**config.mk**
```make
export PLATFORM = sky130hd
export DESIGN_NAME = clk_div_sched
export DESIGN_NICKNAME = d
export VERILOG_FILES = /design/src/rtl/clk_div_sched.sv
export SDC_FILE = /design/constraint.sdc
export NUM_CORES = 1
export LEC_CHECK = 0
export CORE_AREA = 2 2 61 63
export DETAILED_ROUTE_END_ITERATION = 6
export DIE_AREA = 0 0 63 65
export DONT_BUFFER_PORTS = 1
export GPL_ROUTABILITY_DRIVEN = 0
export PLACE_DENSITY = 0.82
export REMOVE_ABC_BUFFERS = 1
export SYNTH_ARGS = -nofsm -noshare
export SYNTH_HDL_FRONTEND = slang
export SYNTH_SLANG_ARGS = --single-unit
```
**constraint.sdc**
```tcl
create_clock -name clk_in -period 2.6 [get_ports clk_in]
set_input_delay 0 -clock clk_in [delete_from_list [all_inputs] [get_ports clk_in]]
set_output_delay 0 -clock clk_in [all_outputs]
set_load 0.01 [all_outputs]
```
**src/rtl/clk_div_sched.sv**
```systemverilog
`timescale 1ns/1ps
// Runtime-programmable integer clock divider; new ratios are taken over valid/ready
// and applied only at a period boundary. Define CLK_DIV_SCHED_PCNT_EN to add the pcnt period counter.
module clk_div_sched #(
    parameter int unsigned CNT_W   = 8,
    parameter int unsigned DEF_DIV = 7,
    parameter int unsigned MIN_DIV = 2
) (
    input  logic             clk_in,
    input  logic             rst,
    input  logic             en,
    input  logic             cfg_valid,
    input  logic [CNT_W-1:0] cfg_div,
    output logic             cfg_ready,
    output logic             cfg_err,
    output logic             clk_out,
    output logic [CNT_W-1:0] div_cur,
    output logic             busy
`ifdef CLK_DIV_SCHED_PCNT_EN
    ,
    output logic [15:0]      pcnt
`endif
);

    localparam int unsigned PCNT_W = 16;

    typedef enum logic [1:0] {
        IDLE  = 2'd0,
        RUN   = 2'd1,
        DRAIN = 2'd2
    } state_e;

    state_e           state_q, state_d;
    logic [CNT_W-1:0] cnt_q, cnt_d;
    logic [CNT_W-1:0] div_cur_q, div_cur_d;
    logic [CNT_W-1:0] pend_div_q, pend_div_d;
    logic             pend_vld_q, pend_vld_d;
    logic             cfg_ready_q, cfg_ready_d;
    logic             cfg_err_q, cfg_err_d;
    logic             busy_q, busy_d;
    logic             p_q, p_d;
    logic             n_q;

    logic [CNT_W-1:0] half_c;
    logic             run_c;
    logic             last_c;
    logic             bnd_c;
    logic             apply_c;
    logic             xfer_c;
    logic             legal_c;

    // ceil(N/2) without overflowing CNT_W at the top ratio
    assign half_c  = (div_cur_q >> 1) + CNT_W'(div_cur_q[0]);
    assign run_c   = (state_q != IDLE);
    assign last_c  = (cnt_q == div_cur_q - CNT_W'(1));
    assign bnd_c   = run_c & last_c;
    assign apply_c = pend_vld_q & (~run_c | last_c);
    assign xfer_c  = cfg_valid & ~pend_vld_q;
    assign legal_c = (cfg_div >= CNT_W'(MIN_DIV));

    // Next state, period counter, handshake and ratio apply
    always_comb begin
        state_d    = state_q;
        cnt_d      = cnt_q;
        p_d        = 1'b0;
        div_cur_d  = div_cur_q;
        pend_div_d = pend_div_q;
        pend_vld_d = pend_vld_q;
        cfg_err_d  = 1'b0;

        if (xfer_c) begin
            if (legal_c) begin
                pend_div_d = cfg_div;
                pend_vld_d = 1'b1;
            end else begin
                cfg_err_d = 1'b1;
            end
        end

        case (state_q)
            IDLE: begin
                cnt_d = '0;
                if (en) state_d = RUN;
            end
            RUN, DRAIN: begin
                p_d = (cnt_q < half_c);
                if (state_q == RUN && !en) begin
                    state_d = DRAIN;
                end else if (state_q == DRAIN && en) begin
                    state_d = RUN;
                end
                if (last_c) begin
                    cnt_d = '0;
                    if (state_q == DRAIN && !en) state_d = IDLE;
                end else begin
                    cnt_d = cnt_q + CNT_W'(1);
                end
            end
            default: state_d = IDLE;
        endcase

        if (apply_c) begin
            div_cur_d  = pend_div_q;
            pend_vld_d = 1'b0;
        end

        cfg_ready_d = ~pend_vld_d;
        busy_d      = (state_d != IDLE);
    end

    always_ff @(posedge clk_in or negedge rst) begin
        if (!rst) begin
            state_q     <= IDLE;
            cnt_q       <= '0;
            p_q         <= 1'b0;
            div_cur_q   <= CNT_W'(DEF_DIV);
            pend_div_q  <= '0;
            pend_vld_q  <= 1'b0;
            cfg_ready_q <= 1'b1;
            cfg_err_q   <= 1'b0;
            busy_q      <= 1'b0;
        end else begin
            state_q     <= state_d;
            cnt_q       <= cnt_d;
            p_q         <= p_d;
            div_cur_q   <= div_cur_d;
            pend_div_q  <= pend_div_d;
            pend_vld_q  <= pend_vld_d;
            cfg_ready_q <= cfg_ready_d;
            cfg_err_q   <= cfg_err_d;
            busy_q      <= busy_d;
        end
    end

    // Half-cycle delayed copy of p; ANDing it in trims odd ratios to 50% duty
    always_ff @(negedge clk_in or negedge rst) begin
        if (!rst) n_q <= 1'b0;
        else      n_q <= p_q;
    end

    assign clk_out   = p_q & (n_q | ~div_cur_q[0]);
    assign div_cur   = div_cur_q;
    assign cfg_ready = cfg_ready_q;
    assign cfg_err   = cfg_err_q;
    assign busy      = busy_q;

`ifdef CLK_DIV_SCHED_PCNT_EN
    logic [PCNT_W-1:0] pcnt_q, pcnt_d;

    // Completed periods since the last ratio change; wraps naturally
    always_comb begin
        pcnt_d = pcnt_q;
        if (bnd_c) pcnt_d = pcnt_q + PCNT_W'(1);
        if (apply_c) pcnt_d = '0;
    end

    always_ff @(posedge clk_in or negedge rst) begin
        if (!rst) pcnt_q <= '0;
        else      pcnt_q <= pcnt_d;
    end

    assign pcnt = pcnt_q;
`else
    logic unused_pcnt_c;
    assign unused_pcnt_c = bnd_c & (PCNT_W != 0);
`endif

endmodule
```
# --- Word-level counts from Yosys, hierarchy flattened ---
# Index checks and enable logic that the tools add are counted.
# W data, S select, Z words.
word_totals:
  regBits: 32
  out_inout_bits: 12
classes:
  eq_ne: 3
  addsub: 3
  n_mux: 14
  order_cmp: 2
  reduce_logical: 10
  n_bitwise: 9
op_table:
  columns: ["op", "count"]
  rows:
  - ["$pmux W8 S2", 1]
  - ["$mux W2", 5]
  - ["$add A7 B1 Y8", 1]
  - ["$add A8 B1 Y8 const B", 1]
  - ["$eq A8 B8 Y1", 1]
  - ["$ge A8 B2 Y1 const B", 1]
  - ["$lt A8 B8 Y1", 1]
  - ["$mux W8", 1]
  - ["$sub A8 B1 Y8 const B", 1]
  - ["$mux W1", 6]
  - ["$reduce_bool A2 Y1", 3]
  - ["$not A1 Y1", 4]
  - ["$pmux W2 S2", 1]
  - ["$and A1 B1 Y1", 3]
  - ["$logic_and A1 B1 Y1", 3]
  - ["$eq A2 B1 Y1 const B", 1]
  - ["$eq A2 B2 Y1 const B", 1]
  - ["$logic_not A2 Y1", 1]
  - ["$or A1 B1 Y1", 2]
  - ["$reduce_and A2 Y1", 1]
  - ["$reduce_or A2 Y1", 1]
  - ["$logic_not A1 Y1", 1]

# --- Depth between registers and ports, before layout ---
# Gate-level depths: netlist of run 1.
logic_depth:
  word_depth: 8
  mapped_depth: 9
  mapped_depth_nobuf: 9

==> results of run 1 <==
[kinds of logic after synthesis]
| logic type | synth area share (%) |
|---|---|
| AND/OR/NAND/NOR | 15.01 |
| AO/OA/AOI/OAI | 14.44 |
| flip-flops | 40.97 |
| buffers and inverters | 3.754 |
| multiplexers | 9.606 |
| XOR/XNOR | 6.680 |
| adder cells (fa/ha/maj) | 9.542 |
[metal layers]
metal	track usage [%]	share of wire, %	vias to the layer above
li1	-	-	728
met1	28.05	46	721
met2	34.97	48	26
met3	6.076	4.6	5
met4	7.500	1.5	0
met5	0	0	-
[cell usage after synthesis, drive strengths merged (4+ instances only)]
library cell | instances | area, um2
ha | 15 | 187.7
nand3 | 8 | 40.04
a21o | 4 | 30.03
dfrtp | 27 | 675.7
nor3 | 5 | 36.29
inv | 10 | 37.54
o21ai | 10 | 53.80
mux2 | 15 | 168.9
clkbuf | 5 | 18.77
dfstp | 4 | 105.1
nand2 | 15 | 56.30
xor2 | 9 | 78.83
nor2 | 9 | 33.78
xnor2 | 6 | 52.55
[flip-flops by register name, indices dropped and copies added, names as in the netlist]
name,count
state_q,2
busy,1
p_q,1
cfg_ready,1
cfg_err,1
pend_vld_q,1
n_q,1
pend_div_q,8
cnt_q,8
div_cur,8
[worst min-delay path by stage]
stage                     endpoint  slack, ns  startpoint
after floorplan               busy      -0.30         rst
after global placement        busy      -0.30         rst
after detailed placement      busy      -0.30         rst
after CTS                     busy       0.02          en
after global routing          busy       0.08         rst
final                         busy       0.05          en
[report_power, final]
part	switching [mW]	internal (mW)	total, mW
sequential	0.281	0.720	1.00
clock	0.174	0.255	0.429
combinational	0.568	0.563	1.13
[area by class of cell]
type,count,share of cell area (%)
multi-input combinational,142,48.36
sequential,32,35.84
timing repair buffer,16,7.234
inverter,10,1.669
clock buffer,7,2.894
clock inverter,1,1.336
tap,48,2.671
[worst min-delay path, cell delays in order]
cell	delay, ns
a211oi_1	0.05
a21oi_1	0.17
a21o_1	0.13
[through the flow]
stage | instance area, um2 | setup WS, ns | utilization (%)
finish | 2248 | 0.2043 | 64.32
global route | 2248 | 0.03511 | 64.32
CTS | 2248 | 0.1899 | 64.32
detailed placement | 2013 | 0.2171 | 57.59
global placement | 2013 | 0.2827 | 57.59
floorplan | 1931 | 0.1540 | -
[repair_timing]
action                                 4_1_cts  5_1_grt
setup endpoints to repair                    0        0
endpoints found under the hold margin       43        0
hold buffers                                13        0
[cells in the final DEF, fill, tap and decap left out, types with 2 or more instances in the layout]
master / synthesis / routed
nor3b_1: 3 / 3
or4_1: 2 / 2
nor2_1: 9 / 9
nor4_1: 2 / 2
a31oi_1: 2 / 2
nand2_1: 15 / 15
inv_1: 10 / 10
a22o_1: 3 / 3
nor3_1: 4 / 4
nand4_1: 2 / 2
xor2_1: 9 / 9
and3_1: 3 / 3
nand2b_1: 3 / 3
ha_1: 15 / 15
mux2_2: 15 / 15
clkbuf_8: 0 / 2
buf_4: 1 / 3
a211oi_1: 2 / 2
nand3_1: 8 / 8
a21o_1: 4 / 4
dfrtp_1: 27 / 27
dlygate4sd3_1: 0 / 12
a21oi_1: 3 / 3
dfstp_2: 4 / 4
o31ai_1: 3 / 3
xnor2_1: 6 / 6
o21ai_0: 9 / 9
mux2i_1: 2 / 2
clkbuf_4: 0 / 5
==> flow_metrics.py, run 1 <==
metrics = {
    "timing": {
        "hold_viol": 0,
        "drv_slew": 0,
        "setup_viol": 0,
        "worst_pin_slew_ns": 0.4605,
        "finalClockSkew_ns": 0.007846,
        "rsz0062_at_grt": "false",
        "min_period_ns": 2.396,
        "fmax_ghz": 0.4174,
        "setup-tns-final_ns": 0,
        "slew_headroom_pct": 69.29,
        "hold_slack_ns": 0.04681,
        "period_share_pct": 92.14,
    },
    "global_route": {
        "grt_max_degree": 32,
        "grt_usage_pct": 21.67,
        "grt_overflow": 0,
        "grt_first_pass_wirelength_mm": 6.748,
        "grt_pass1_vias": 1378,
        "antenna_found_initial": 0,
    },
    "hold_path": {
        "hold_class": "primary input to flop",
        "holdPathStages": 3,
    },
    "power": {
        "vdd_ir_drop_max_mv": 0.6854,
        "leakage_nw": 0.9838,
        "power_mw": 2.561,
        "p_per_area_nw_per_um2": 1139,
    },
    "drt": {
        "viasPerCell": 5.781,
        "wl_mm": 4.114,
        "wl_per_cell_um": 16.07,
        "firstDrtPassIters": 4,
        "num_vias": 1480,
        "drt_iter0_drc": 51,
        "drtAntennaViolNets": 0,
        "post-route-drc-count": 0,
    },
    "finish": {
        "seqCellArea_um2": 805.8,
        "antennaDiodeCount": 0,
        "drive_gt1_share_pct": 16.83,
        "nets": 234,
        "multiInputGateArea_um2": 1087,
        "synthToLayoutAreaGrowth_pct": 14.31,
        "final_cells": 256,
        "fill_cells": 268,
    },
    "critical_path": {
        "worst_ep_arrival_time_ns": 2.62,
        "cp_cell_sequence": "inv_1 > ha_1 > nor3b_1 > xnor2_1 > nand4_1 > a211oi_2 > buf_4 > nand2b_1 > o21ai_0",
        "reg2reg_slack_ns": 0.20,
        "worst-path-buf-inv": 2,
        "critPathCaptureType": "flop",
        "rr_startpoint": "div_cur[0]",
        "r2r-end": "cnt_q[5]",
        "crit_fanout": 11,
        "crit_start": "div_cur[0]",
        "cpLargestDelayFamily": "flip-flops",
        "crit_type": "flop to flop",
        "critical_path.max_stage_delay_ns": 0.63,
        "start_kind": "flop",
        "critPathSlowestCell": "dfstp_2",
        "path_depth": 9,
        "worst_r2r_path_depth": 9,
        "worst_ep_required_time_ns": 2.82,
        "endpoint": "cnt_q[5]",
    },
    "placed_design": {
        "hpwl_mm": 2.780,
        "portBuffers": 0,
        "dpl.cell_count": 235,
    },
    "floorplanning": {
        "die_area_um2": 4095,
        "die_x_um": 63,
        "start_util_pct": 56.26,
        "io_pins": 24,
        "rows": 22,
        "die_h_um": 65,
        "coreArea_um2": 3496,
    },
    "clock_tree": {
        "clock_path_buffers": 2,
        "clk_latency_ns": 0.34,
        "numCtsBuffers": 5,
        "cts.sinks": 32,
        "postCtsSetupRepairBufs": 0,
        "htreeDepth": 2,
        "cts_root_buf": "clkbuf_4",
        "cts_tree": "done",
        "ctsResizeCount": 0,
        "path_clk_slew_ns": 0.10,
    },
    "logic_synthesis": {
        "syn_inst": 192,
        "synth.distinct_cells": 47,
        "synth.avg_cell_area_um2": 10.24,
        "ys_seq_area_share_pct": 40.97,
        "netlist_area_um2": 1967,
        "ys_warn_count": 0,
        "async_flop_share_pct": 100.0,
        "synth_ff_type": "dfrtp_1",
        "synth_edf_count": 0,
        "ys_seq_elements": 32,
    },
    "run": {
        "cap_violations": 0,
    },
    "run_status": {
        "run_status": "finished clean",
    },
}
Note: power is estimated with default switching activity, not from simulation.
==> run 2: changes to the inputs <==
--- a/config.mk
+++ b/config.mk
@@ -6,10 +6,10 @@
 export NUM_CORES = 1
 export LEC_CHECK = 0
-export CORE_AREA = 2 2 61 63
+export BUFFER_PORTS_ARGS = -buffer_cell sky130_fd_sc_hd__buf_4
+export CORE_AREA = 2 2 62 64
 export DETAILED_ROUTE_END_ITERATION = 6
-export DIE_AREA = 0 0 63 65
-export DONT_BUFFER_PORTS = 1
+export DIE_AREA = 0 0 64 66
 export GPL_ROUTABILITY_DRIVEN = 0
-export PLACE_DENSITY = 0.82
+export PLACE_DENSITY = 0.86
 export REMOVE_ABC_BUFFERS = 1
 export SYNTH_ARGS = -nofsm -noshare
==> constraint.sdc (replaced) <==
create_clock -name clk_in -period 2.6 [get_ports clk_in]
set_input_delay 0 -clock clk_in [delete_from_list [all_inputs] [get_ports clk_in]]
set_output_delay 0 -clock clk_in [all_outputs]
set_load 0.05 [all_outputs]
==> flow_metrics.py, run 2 (same netlist as run 1, synthesis figures left out) <==
metrics = {
    "run_status": {
        "run_status": "finished clean",
    },
    "floorplanning": {
        "rows": 22,
        "coreArea_um2": 3551,
        "start_util_pct": 55.39,
        "io_pins": 24,
        "die_area_um2": 4224,
        "die_h_um": 66,
        "die_x_um": 64,
    },
    "clock_tree": {
        "htreeDepth": 2,
        "clk_latency_ns": 0.35,
        "clock_path_buffers": 2,
        "numCtsBuffers": 5,
        "cts_tree": "done",
        "cts_root_buf": "clkbuf_4",
        "postCtsSetupRepairBufs": 0,
        "cts.sinks": 32,
        "path_clk_slew_ns": 0.11,
    },
    "timing": {
        "setup_viol": 0,
        "rsz0062_at_grt": "false",
        "worst_pin_slew_ns": 0.4728,
        "setup-tns-final_ns": 0,
        "min_period_ns": 2.352,
        "period_share_pct": 90.47,
        "finalClockSkew_ns": 0.02065,
        "drv_slew": 0,
        "slew_headroom_pct": 68.48,
        "fmax_ghz": 0.4251,
        "hold_viol": 0,
    },
    "finish": {
        "layout_commonest_cell": "dfrtp_1",
        "final_cell_mix": "dfrtp_1 (27), buf_4 (26), nand2_1 (15), mux2_2 (15), ha_1 (15)",
        "nets": 256,
        "antennaDiodeCount": 0,
        "drive_gt1_share_pct": 24.78,
        "synthToLayoutAreaGrowth_pct": 20.61,
        "postLayoutCellArea_um2": 2372,
    },
    "global_route": {
        "grt_usage_pct": 23.89,
        "grt_pass1_vias": 1581,
        "grt_max_degree": 32,
        "grt_overflow": 0,
        "grt_first_pass_wirelength_mm": 7.521,
        "antenna_found_initial": 0,
    },
    "drt": {
        "num_vias": 1564,
        "viasPerCell": 5.626,
        "wl_mm": 4.389,
        "wl_per_cell_um": 15.79,
        "post-route-drc-count": 0,
        "drt_iter0_drc": 61,
        "firstDrtPassIters": 4,
        "drtAntennaViolNets": 0,
    },
    "critical_path": {
        "critPathCaptureType": "flop",
        "crit_fanout": 11,
        "start_kind": "flop",
        "worst_ep_arrival_time_ns": 2.58,
        "crit_type": "flop to flop",
        "worst_ep_required_time_ns": 2.83,
    },
    "placed_design": {
        "hpwl_mm": 3.007,
        "portBuffers": 23,
        "place_area_um2": 2186,
    },
    "power": {
        "switchingPower_mw": 1.348,
        "vdd_ir_drop_max_mv": 0.6936,
        "leakage_nw": 1.060,
        "p_per_area_nw_per_um2": 1211,
        "p_comb_share_pct": 54.8,
        "clkPwrFrac_pct": 11.0,
        "p_int_mw": 1.524,
        "pwr-share-seq_pct": 34.1,
        "sw_frac_of_total_pct": 46.93,
    },
    "run": {
        "cap_violations": 0,
    },
    "hold_path": {
        "hold_class": "primary input to asynchronous set/reset pin",
    },
}
-- run 2: cell count changes in the layout (fill, tap and decap cells not counted), sizes merged --
cell,previous run,this run
clkinvlp,0,2
bufinv,1,0
clkbuf,7,6
buf,4,26
-- run 2: power groups by stage --
stage                     sequential [mW]  combinational (mW)  clock (mW)
after global routing                 1.01                1.73       0.345
after floorplan                      1.20               0.896           0
after global placement              0.964                1.51           0
final                               0.981                1.58       0.317
after detailed placement            0.980                1.54           0
after CTS                           0.971                1.57       0.324
-- run 2: worst paths after layout --
path	startpoint	end	slack, ns	cells past startpoint
min in group clk_in	cfg_div[1]	pend_div_q[1]	0.44	3
max in group asynchronous	rst	n_q	1.29	2
max	div_cur[0]	cnt_q[4]	0.25	9
min reg2reg	pend_div_q[7]	pend_div_q[7]	0.52	1
max reg2reg	div_cur[0]	cnt_q[4]	0.25	9
min	rst	cnt_q[5]	0.24	3
-- run 2: cell type report --
cell class | instances | area [um2]
clock buffer | 6 | 51.30
clock inverter | 2 | 15.01
sequential | 32 | 805.8
tap | 48 | 60.06
inverter | 10 | 37.54
timing repair buffer | 38 | 315.3
multi-input combinational | 142 | 1087
fill | 253 | 1179
-- run 2: stage by stage --
| step | power (mW) | util [%] | setup slack (ns) | std cells | hold slack, ns |
|---|---|---|---|---|---|
| 2_1_floorplan | 2.098 | - | -0.04695 | 184 | -0.2956 |
| 3_5_place_dp | 2.522 | 61.56 | 0.2633 | 258 | 0.08424 |
| 4_1_cts | 2.865 | 66.81 | 0.2344 | 278 | 0.2404 |
| 3_3_place_gp | 2.470 | 61.56 | 0.3256 | 258 | 0.08980 |
| 5_1_grt | 3.084 | 66.81 | 0.1379 | 278 | 0.2702 |
| 6_report | 2.873 | 66.81 | 0.2478 | 278 | 0.2389 |
-- run 2: layer usage --
| metal | up-vias | routed length (um) | track usage [%] |
|---|---|---|---|
| met4 | 0 | 121 | 11.96 |
| met3 | 8 | 183 | 5.111 |
| met5 | - | 0 | 0 |
| met2 | 38 | 2224 | 40.63 |
| met1 | 755 | 1858 | 28.62 |
| li1 | 763 | - | - |
-- run 2: timing repair --
action | in CTS | in global routing
hold buffers | 12 | 0
hold endpoints to repair | 38 | 0
gates resized for setup | 0 | 0
-- run 2: critical path: stages (launching register included) --
cell and delay [ns]:
dfstp_2 0.61, inv_1 0.08, ha_1 0.23, nor3b_1 0.16, xnor2_1 0.16, nand4_1 0.13, a211oi_2 0.31, buf_4 0.24
nand2b_1 0.21, o211ai_1 0.12
==> run 3: changes to the inputs <==
==> constraint.sdc (replaced) <==
create_clock -name clk_in -period 2.6 [get_ports clk_in]
set_input_delay 0.26 -clock clk_in [delete_from_list [all_inputs] [get_ports clk_in]]
set_output_delay 0.26 -clock clk_in [all_outputs]
set_load 0.05 [all_outputs]
==> flow_metrics.py, run 3 (same netlist as run 1, synthesis figures left out) <==
metrics = {
    "clock_tree": {
        "path_clk_slew_ns": 0.12,
        "htreeDepth": 2,
        "cts_root_buf": "clkbuf_4",
        "clock_path_buffers": 2,
        "postCtsSetupRepairBufs": 0,
        "cts.sinks": 32,
        "numCtsBuffers": 5,
        "clk_latency_ns": 0.36,
        "cts_tree": "done",
    },
    "global_route": {
        "antenna_found_initial": 0,
        "grt_max_degree": 32,
        "grt_pass1_vias": 1350,
        "grt_usage_pct": 20.66,
        "grt_overflow": 0,
        "grt_first_pass_wirelength_mm": 6.582,
    },
    "timing": {
        "hold_viol": 0,
        "setup-tns-final_ns": 0,
        "slew_headroom_pct": 70.37,
        "finalClockSkew_ns": 0.01768,
        "hold_slack_ns": 0.1274,
        "final.setup.worst_slack_ns": 0.01092,
        "rsz0062_at_grt": "true",
        "drv_slew": 0,
        "worst_pin_slew_ns": 0.4444,
        "setup_viol": 0,
    },
    "drt": {
        "wl_per_cell_um": 14.72,
        "firstDrtPassIters": 4,
        "viasPerCell": 5.705,
        "drtAntennaViolNets": 0,
        "wl_mm": 3.945,
        "post-route-drc-count": 0,
        "drt_iter0_drc": 54,
        "num_vias": 1529,
    },
    "finish": {
        "nets": 246,
        "postLayoutCellArea_um2": 2268,
        "antennaDiodeCount": 0,
        "final_util_pct": 63.88,
        "layout_commonest_cell": "dfrtp_1",
        "synthToLayoutAreaGrowth_pct": 15.33,
        "fill_cells": 267,
        "drive_gt1_share_pct": 26.36,
        "final_cells": 268,
        "final_cell_mix": "dfrtp_1 (27), buf_4 (26), nand2_1 (15), mux2_2 (15), ha_1 (15)",
    },
    "critical_path": {
        "critPathCaptureType": "output port",
        "crit_fanout": 1,
        "crit_start": "n_q",
        "rr_startpoint": "div_cur[4]",
        "worst_ep_arrival_time_ns": 2.33,
        "start_kind": "flop",
        "crit_type": "flop to output port",
        "worst_ep_required_time_ns": 2.34,
    },
    "hold_path": {
        "hold_class": "primary input to flop",
        "hold_path.startpoint": "cfg_div[0]",
    },
    "floorplanning": {
        "start_util_pct": 55.39,
        "coreArea_um2": 3551,
        "die_h_um": 66,
        "die_x_um": 64,
        "io_pins": 24,
        "rows": 22,
        "die_area_um2": 4224,
    },
    "power": {
        "leakage_nw": 1.020,
        "vdd_ir_drop_max_mv": 0.6742,
        "power_mw": 2.824,
        "p_per_area_nw_per_um2": 1245,
    },
    "placed_design": {
        "dpl.cell_count": 259,
        "dp_slack_ns": 0.2775,
        "portBuffers": 23,
        "hpwl_mm": 2.921,
        "place_area_um2": 2193,
    },
    "run_status": {
        "run_status": "finished clean",
    },
    "run": {
        "cap_violations": 0,
    },
}
## run 3: cell count changes in the layout (fill, tap and decap cells not counted)
cell and change:
dlygate4sd3_1 -11, buf_6 +1, clkinv_4 +1, clkbuf_8 -1
## run 3: routing by layer
| layer | routed length, um | track usage (%) | share of wire [%] |
|---|---|---|---|
| met4 | 72 | 8.424 | 1.8 |
| met5 | 0 | 0 | 0 |
| met1 | 1855 | 28.15 | 47 |
| met3 | 146 | 4.429 | 3.7 |
| met2 | 1870 | 32.03 | 47 |
## run 3: worst max-delay path, cell delays in order (launching register included)
cell,delay [ns]
dfrtn_1,0.41
o21a_1,0.12
buf_6,0.15
## run 3: layout make-up
type                       count  area (um2)  share of cell area (%)
clock inverter                 3       23.77                   1.048
clock buffer                   5       37.54                   1.655
sequential                    32       805.8                   35.52
tap                           48       60.06                   2.648
multi-input combinational    142        1087                   47.93
inverter                      10       37.54                   1.655
timing repair buffer          28       216.5                   9.542
## run 3: report_power, final
group	switching, mW	internal (mW)	total (mW)
combinational	0.891	0.667	1.56
clock	0.201	0.106	0.307
sequential	0.241	0.718	0.959
## run 3: path summary, 6_finish.rpt
kind                       depth (start not counted)       endpoint  slack, ns
setup reg to reg                                   7       cnt_q[3]       0.28
min in group asynchronous                          3            p_q       0.48
hold reg to reg                                    1     div_cur[2]       0.52
hold / removal                                     2  pend_div_q[0]       0.13
max in group asynchronous                          2            n_q       1.05
setup / recovery                                   2        clk_out       0.01
## run 3: repair_timing
item,4_1_cts,5_1_grt
hold buffers,1,0
gates resized for setup,1,0
endpoints found under the hold margin,27,0
setup endpoints to repair,1,1
gates cloned,0,0
